`src/rtl/piso_serializer_if.sv`:
```
// Load handshake and serial output bundle for the parallel-in/serial-out stage.
// The master side belongs to whoever feeds words and consumes bits; the slave side is the serializer.
interface piso_serializer_if #(
  parameter int WIDTH = 4
);

  logic [WIDTH-1:0] data;
  logic             load_valid;
  logic             load_ready;
  logic             shift_en;
  logic             sout;
  logic             sout_valid;
  logic             frame_last;
  logic             busy;

  modport master (
    output data,
    output load_valid,
    output shift_en,
    input  load_ready,
    input  sout,
    input  sout_valid,
    input  frame_last,
    input  busy
  );

  modport slave (
    input  data,
    input  load_valid,
    input  shift_en,
    output load_ready,
    output sout,
    output sout_valid,
    output frame_last,
    output busy
  );

endinterface

```
`src/rtl/piso_serializer.sv`:
```
// Serial transmit end of the register chain: takes one WIDTH-bit word per handshake
// and shifts it out one bit per enabled cycle, with back-to-back reload and stall support.
module piso_serializer #(
  parameter int WIDTH     = 4,
  parameter bit MSB_FIRST = 1'b1
) (
  input  logic                clk,
  input  logic                rst,
  piso_serializer_if.slave    bus
);

  localparam int CNT_W = (WIDTH > 1) ? $clog2(WIDTH) : 1;
  localparam logic [CNT_W-1:0] LAST_IDX = CNT_W'(WIDTH - 1);

  typedef enum logic {
    IDLE  = 1'b0,
    SHIFT = 1'b1
  } state_t;

  state_t           state_q, state_d;
  logic [WIDTH-1:0] shreg_q, shreg_d;
  logic [CNT_W-1:0] cnt_q,   cnt_d;

  logic             last_bit;
  logic             load_ready;
  logic             load_accept;
  logic             sout_bit;

  assign last_bit    = (state_q == SHIFT) && (cnt_q == LAST_IDX);
  assign load_accept = bus.load_valid && load_ready;

  // load_ready deliberately ignores load_valid so upstream can wait on it safely.
  always_comb begin
    load_ready = 1'b0;
    case (state_q)
      IDLE:    load_ready = 1'b1;
      SHIFT:   load_ready = bus.shift_en && (cnt_q == LAST_IDX);
      default: load_ready = 1'b0;
    endcase
  end

  always_comb begin
    state_d = state_q;
    shreg_d = shreg_q;
    cnt_d   = cnt_q;
    case (state_q)
      IDLE: begin
        if (load_accept) begin
          shreg_d = bus.data;
          cnt_d   = '0;
          state_d = SHIFT;
        end
      end
      SHIFT: begin
        if (bus.shift_en) begin
          if (cnt_q == LAST_IDX) begin
            if (load_accept) begin
              shreg_d = bus.data;
              cnt_d   = '0;
              state_d = SHIFT;
            end else begin
              shreg_d = '0;
              cnt_d   = '0;
              state_d = IDLE;
            end
          end else begin
            shreg_d = MSB_FIRST ? (shreg_q << 1) : (shreg_q >> 1);
            cnt_d   = cnt_q + CNT_W'(1);
          end
        end
      end
      default: begin
        state_d = IDLE;
        shreg_d = '0;
        cnt_d   = '0;
      end
    endcase
  end

  always_ff @(posedge clk or posedge rst) begin
    if (rst) begin
      state_q <= IDLE;
      shreg_q <= '0;
      cnt_q   <= '0;
    end else begin
      state_q <= state_d;
      shreg_q <= shreg_d;
      cnt_q   <= cnt_d;
    end
  end

  // The bit on sout always sits at the outgoing end of the shift register.
  assign sout_bit = MSB_FIRST ? shreg_q[WIDTH-1] : shreg_q[0];

  assign bus.load_ready = load_ready;
  assign bus.sout       = (state_q == SHIFT) ? sout_bit : 1'b0;
  assign bus.sout_valid = (state_q == SHIFT);
  assign bus.busy       = (state_q == SHIFT);
  assign bus.frame_last = last_bit;

endmodule

```
`src/flat_wrapper.sv`:
```
// flat-port wrapper written by rule: the top's interface ports become plain ports
module piso_serializer_flat 
#(
  parameter int WIDTH     = 4,
  parameter bit MSB_FIRST = 1'b1
)
  (clk, rst, bus_data, bus_load_valid, bus_shift_en, bus_load_ready, bus_sout, bus_sout_valid, bus_frame_last, bus_busy);
  piso_serializer_if #(.WIDTH(WIDTH)) bus_i ();
  input  logic clk;
  input  logic rst;
  input wire logic [$bits(bus_i.data)-1:0] bus_data;
  input wire logic [$bits(bus_i.load_valid)-1:0] bus_load_valid;
  input wire logic [$bits(bus_i.shift_en)-1:0] bus_shift_en;
  output wire logic [$bits(bus_i.load_ready)-1:0] bus_load_ready;
  output wire logic [$bits(bus_i.sout)-1:0] bus_sout;
  output wire logic [$bits(bus_i.sout_valid)-1:0] bus_sout_valid;
  output wire logic [$bits(bus_i.frame_last)-1:0] bus_frame_last;
  output wire logic [$bits(bus_i.busy)-1:0] bus_busy;
  assign bus_i.data = bus_data;
  assign bus_i.load_valid = bus_load_valid;
  assign bus_i.shift_en = bus_shift_en;
  assign bus_load_ready = bus_i.load_ready;
  assign bus_sout = bus_i.sout;
  assign bus_sout_valid = bus_i.sout_valid;
  assign bus_frame_last = bus_i.frame_last;
  assign bus_busy = bus_i.busy;
  piso_serializer #(.WIDTH(WIDTH), .MSB_FIRST(MSB_FIRST)) u_core (.clk(clk), .rst(rst), .bus(bus_i));
endmodule
```
`config.mk`:
```
export PLATFORM = sky130hd
export DESIGN_NAME = piso_serializer_flat
export DESIGN_NICKNAME = d
export VERILOG_FILES = /design/src/rtl/piso_serializer_if.sv /design/src/rtl/piso_serializer.sv /design/src/flat_wrapper.sv
export SDC_FILE = /design/constraint.sdc
export NUM_CORES = 1
export LEC_CHECK = 0
export CORE_AREA = 2 2 39 41
export CTS_CLUSTER_DIAMETER = 150
export DETAILED_ROUTE_END_ITERATION = 8
export DIE_AREA = 0 0 41 43
export SYNTH_ARGS = -nofsm -noshare
export SYNTH_HDL_FRONTEND = slang
export SYNTH_SLANG_ARGS = --single-unit
```
`constraint.sdc`:
```
create_clock -name clk -period 1.8 [get_ports clk]
set_input_delay 0.45 -clock clk [delete_from_list [all_inputs] [get_ports clk]]
set_output_delay 0.45 -clock clk [all_outputs]
set_load 0.05 [all_outputs]
```
Yosys cells after proc, flatten, opt, wreduce, memory -nomap -nowiden
Cells that the tools add are included.
- register bits: 7
- input port bits: 8
- logic and storage cells: 27
- add/subtract/negate cells: 1
- equal/unequal tests: 3
- multiplexer cells: 15
- bitwise logic cells: 1
- reduce and logical (&&, ||, !) cells: 4
- operators with widths (kind ; number):
    2-to-1 mux 4 bit ; 4
    case mux 4 bit (2 select lines) ; 1
    2-to-1 mux 2 bit ; 3
    2-to-1 mux 1 bit ; 4
    case mux 1 bit (2 select lines) ; 2
    case mux 2 bit (2 select lines) ; 1
    logical AND 1 bit ; 3
    adder 2 x 1 -> 2 bit, second input constant ; 1
    == test 2 bit, second input constant ; 1
    != test 2 x 1 -> 1 bit, second input constant ; 1
    != test 2 bit, second input constant ; 1
    AND reduction 2 bit ; 1
    NOT 1 bit ; 1

Longest topological paths before layout
- depth after elaboration: 8
- gate-level depth with buffers: 4
- gate-level depth less buffers: 4

Worst setup path after synthesis
OpenSTA, ideal clock, no wires.
- path type: register to output
- start: reg u_core.state_q (netlist: u_core.bus.busy)
- end: out bus_sout
- arrival: 1.255 ns
- data required time: 1.350 ns
- setup slack: 0.095 ns
- cell stages (with the launch flop): 3
- cell sequence: dfrtp_1 buf_6 and2_1
- cells in the longest elaborated chain, start to end: 1
- ends and longest elaborated chain (item ; line ; source):
    start: declaration ; piso_serializer.sv:20 ; state_t state_q, state_d;
    start signal: assignment ; piso_serializer.sv:86 ; state_q <= state_d;
    2-to-1 mux 1 bit ; piso_serializer.sv:96 ; assign bus.sout = (state_q == SHIFT) ? sout_bit : 1'b0;
    end: declaration ; flat_wrapper.sv:15 ; output wire logic [$bits(bus_i.sout)-1:0] bus_sout;
Every way passes these cells.

Worst setup path in the final report
- start: reg u_core.cnt_q[0]
- end: out bus_load_ready
- cells in the longest elaborated chain, start to end: 3
- ends and longest elaborated chain (item ; line ; source):
    start: declaration ; piso_serializer.sv:22 ; logic [CNT_W-1:0] cnt_q, cnt_d;
    start signal: assignment ; piso_serializer.sv:88 ; cnt_q <= cnt_d;
    == test 2 bit ; piso_serializer.sv:37 ; SHIFT: load_ready = bus.shift_en && (cnt_q == LAST_IDX);
    logical AND 1 bit ; piso_serializer.sv:37 ;
    case mux 1 bit (2 select lines) ; piso_serializer.sv:35 ; case (state_q)
    end: declaration ; flat_wrapper.sv:14 ; output wire logic [$bits(bus_i.load_ready)-1:0] bus_load_ready;
Every way passes these cells.

==> qor.csv <==
stage;metric;value;unit
clocking;clk_lat worst skew;0.26;ns
global_routing;initial antenna violation count;0;
sta;Setup Viol. Count Final;0;
hold_path;Hold Path Class;input pin to async pin;
sta;Worst Tran Pin Value;0.3308;ns
layout;area of the multi-input gates;198.9;um^2
pwr;cell area power density;1624;nW/um^2
layout;Fill cells;132;
layout;diode count;0;
clocking;CTS tree;done;
floorplanning;Die W;41;um
layout;area delta synth->final;61.94;%
critical_path;CP Class;register to primary output;
global_routing;gr usage total;0.1247;
layout;layout cells sized above 1;0.4082;
sta;Final min period;1.716;ns
clocking;clk slew on worst S/H paths;0.05;ns
logic_synthesis;most numerous cell in the Yosys netlist;dfrtp_1;
sta;Final Hold Viols;0;
clocking;Clock Tree Buf Depth;2;
placement;GP Congestion;0.7563;
clocking;clk root buf;clkbuf_4;
clocking;Post-CTS Setup Repair Bufs;0;
drt;routed wire length;787;um
placement;placed cell count;61;
pwr;Max VDD drop;0.8784;mV
logic_synthesis;Synth Area per Inst;12.51;um^2
logic_synthesis;post-synth cell types;16;
floorplanning;row cnt;14;
placement;I/O Buffers;12;
drt;remaining antenna violation count;0;
job;max-cap viol count;0;
critical_path;Critical Path AT;1.27;ns
logic_synthesis;Async SR Flop Fraction;1.000;
sta;crit share post-route;0.9533;
outcome;outcome;complete, no violations;
floorplanning;chip height;43;um
logic_synthesis;synth warn;0;
sta;fin worst setup slack;0.08412;ns
logic_synthesis;register area share after synthesis;0.4516;
pwr;Pleak;0.3049;nW
critical_path;Required @ worst endpoint;1.35;ns
drt;Routed wire per std cell;12.11;um
drt;initial drt markers;2;
critical_path;CP Max Fanout;6;
logic_synthesis;top cells by area, synth;dfrtp_1 45%, a221o_1 7.7%, and4b_1 7.7%, mux2_2 5.8%, a21boi_4 4.8%;
logic_synthesis;Netlist Area Pre-Place;387.9;um^2
layout;register area;175.2;um^2
floorplanning;Initial Utilization;0.2803;
logic_synthesis;top cells by count, synth;7 x dfrtp_1, 3 x a221o_1, 3 x and4b_1;
global_routing;gr ovfl total;0;
drt;Pre-antenna DRT Iters;2;
layout;Nets;59;
floorplanning;I/O pin cnt;13;
clocking;H-tree lvl count;1;
logic_synthesis;ys flop type;dfrtp_1;
sta;Final Max Tran Viols;0;
sta;Fmax;582.8;MHz
logic_synthesis;Post-synth EDFFs;0;
logic_synthesis;Syn Nets;40;
logic_synthesis;Synth top area share;0.4516;
layout;final cell count without fillers;65;
sta;RSZ-0062 raised after global routing;false;
global_routing;first-pass GRT wire length;1373;um
clocking;CTS Hold Bufs;0;
clocking;cts bufs inserted;3;
logic_synthesis;Yosys reg bits;7;
drt;Via density;4.785;
sta;Clock Skew;0.001434;ns
logic_synthesis;Cells after Synth;31;
critical_path;critical path endpoint category;primary output;
clocking;TritonCTS Sinks;7;
logic_synthesis;Synth area leader;dfrtp_1;
sta;max_slew headroom;0.7732;
drt;DRC viols;0;
global_routing;largest net degree at the start of global routing;12;
critical_path;Setup crit start kind;register;
placement;pre-CTS setup slack;-0.004485;ns
floorplanning;core area;1384;um^2
sta;setup_tns;0;ns
global_routing;number of global-route vias before repair;320;
pwr;Design Power;1.020;mW
floorplanning;area of the die;1763;um^2
drt;DR vias;311;
## worst max-delay path, stage by stage, from the launching register on
cell	delay (ns)
dfrtp_1	0.43
ha_4	0.21
a21boi_4	0.15
inv_1	0.08
buf_12	0.15
## placed cells by master (no fill, tap or decap)
cell,count
clkdlybuf4s50_1,6
buf_4,4
ha_4,1
and2_1,2
buf_12,5
nor2b_2,1
inv_1,2
dfrtp_1,7
or2_2,1
mux2i_1,1
clkinv_2,1
a22o_1,2
a22o_2,1
dlygate4sd2_1,1
a21boi_4,1
a221o_1,3
and4b_1,3
nor2_1,2
mux2_2,2
clkbuf_4,3
## through the flow
| stage | hold slack (ns) | utilization | area (um^2) |
|---|---|---|---|
| floorplan | 0.2534 | - | 387.9 |
| global placement | 0.4798 | 0.4259 | 589.3 |
| detailed placement | 0.4971 | 0.4259 | 589.3 |
| CTS | 0.4284 | 0.4467 | 618.1 |
| global route | 0.4449 | 0.4539 | 628.1 |
| finish | 0.4189 | 0.4539 | 628.1 |
## per-layer routing
| metal | track usage | vias up | routed length [um] |
|---|---|---|---|
| li1 | - | 151 | - |
| met2 | 0.1875 | 10 | 419 |
| met4 | 0.04000 | 0 | 11 |
| met3 | 0.09424 | 2 | 64 |
| met5 | 0 | - | 0 |
| met1 | 0.1296 | 148 | 291 |
## layout make-up
type,count,area share
inverter,2,0.01195
sequential,7,0.2789
clock buffer,3,0.03586
tap,16,0.03187
timing repair buffer,16,0.3167
multi-input combinational,20,0.3167
clock inverter,1,0.007968
## cells by family after synthesis
group,share of synthesized area
buffers and inverters,0.06775
DFF,0.4516
muxes,0.08387
AOI/OAI and AO/OA,0.1968
and+or+nand+nor,0.1678
adders and majority gates,0.03225
## timing repair
action,4_1_cts,5_1_grt
resized for setup,2,1
pin swaps,0,0
setup endpoints to repair,1,1
## final timing paths
check,start,end,slack (ns),cells past startpoint
setup / recovery,u_core.cnt_q[0],bus_load_ready,0.08,4
hold / removal,rst,u_core.shreg_q[3],0.42,2
hold reg to reg,u_core.shreg_q[0],u_core.shreg_q[0],0.51,1
setup reg to reg,u_core.cnt_q[0],u_core.shreg_q[1],0.37,5
max in group asynchronous,rst,u_core.shreg_q[0],1.17,2
min in group clk,u_core.shreg_q[0],u_core.shreg_q[0],0.51,1
## sequential cells by signal (all words and copies together), names as in the netlist
signal,cells
u_core.bus.busy,1
u_core.cnt_q,2
u_core.shreg_q,4
## power by group
part	total (mW)	internal, mW	switching, mW
Sequential	0.283	0.221	0.0621
Combinational	0.592	0.327	0.265
Clock	0.146	0.0814	0.0642
Note: power is estimated with default switching activity, not from simulation.
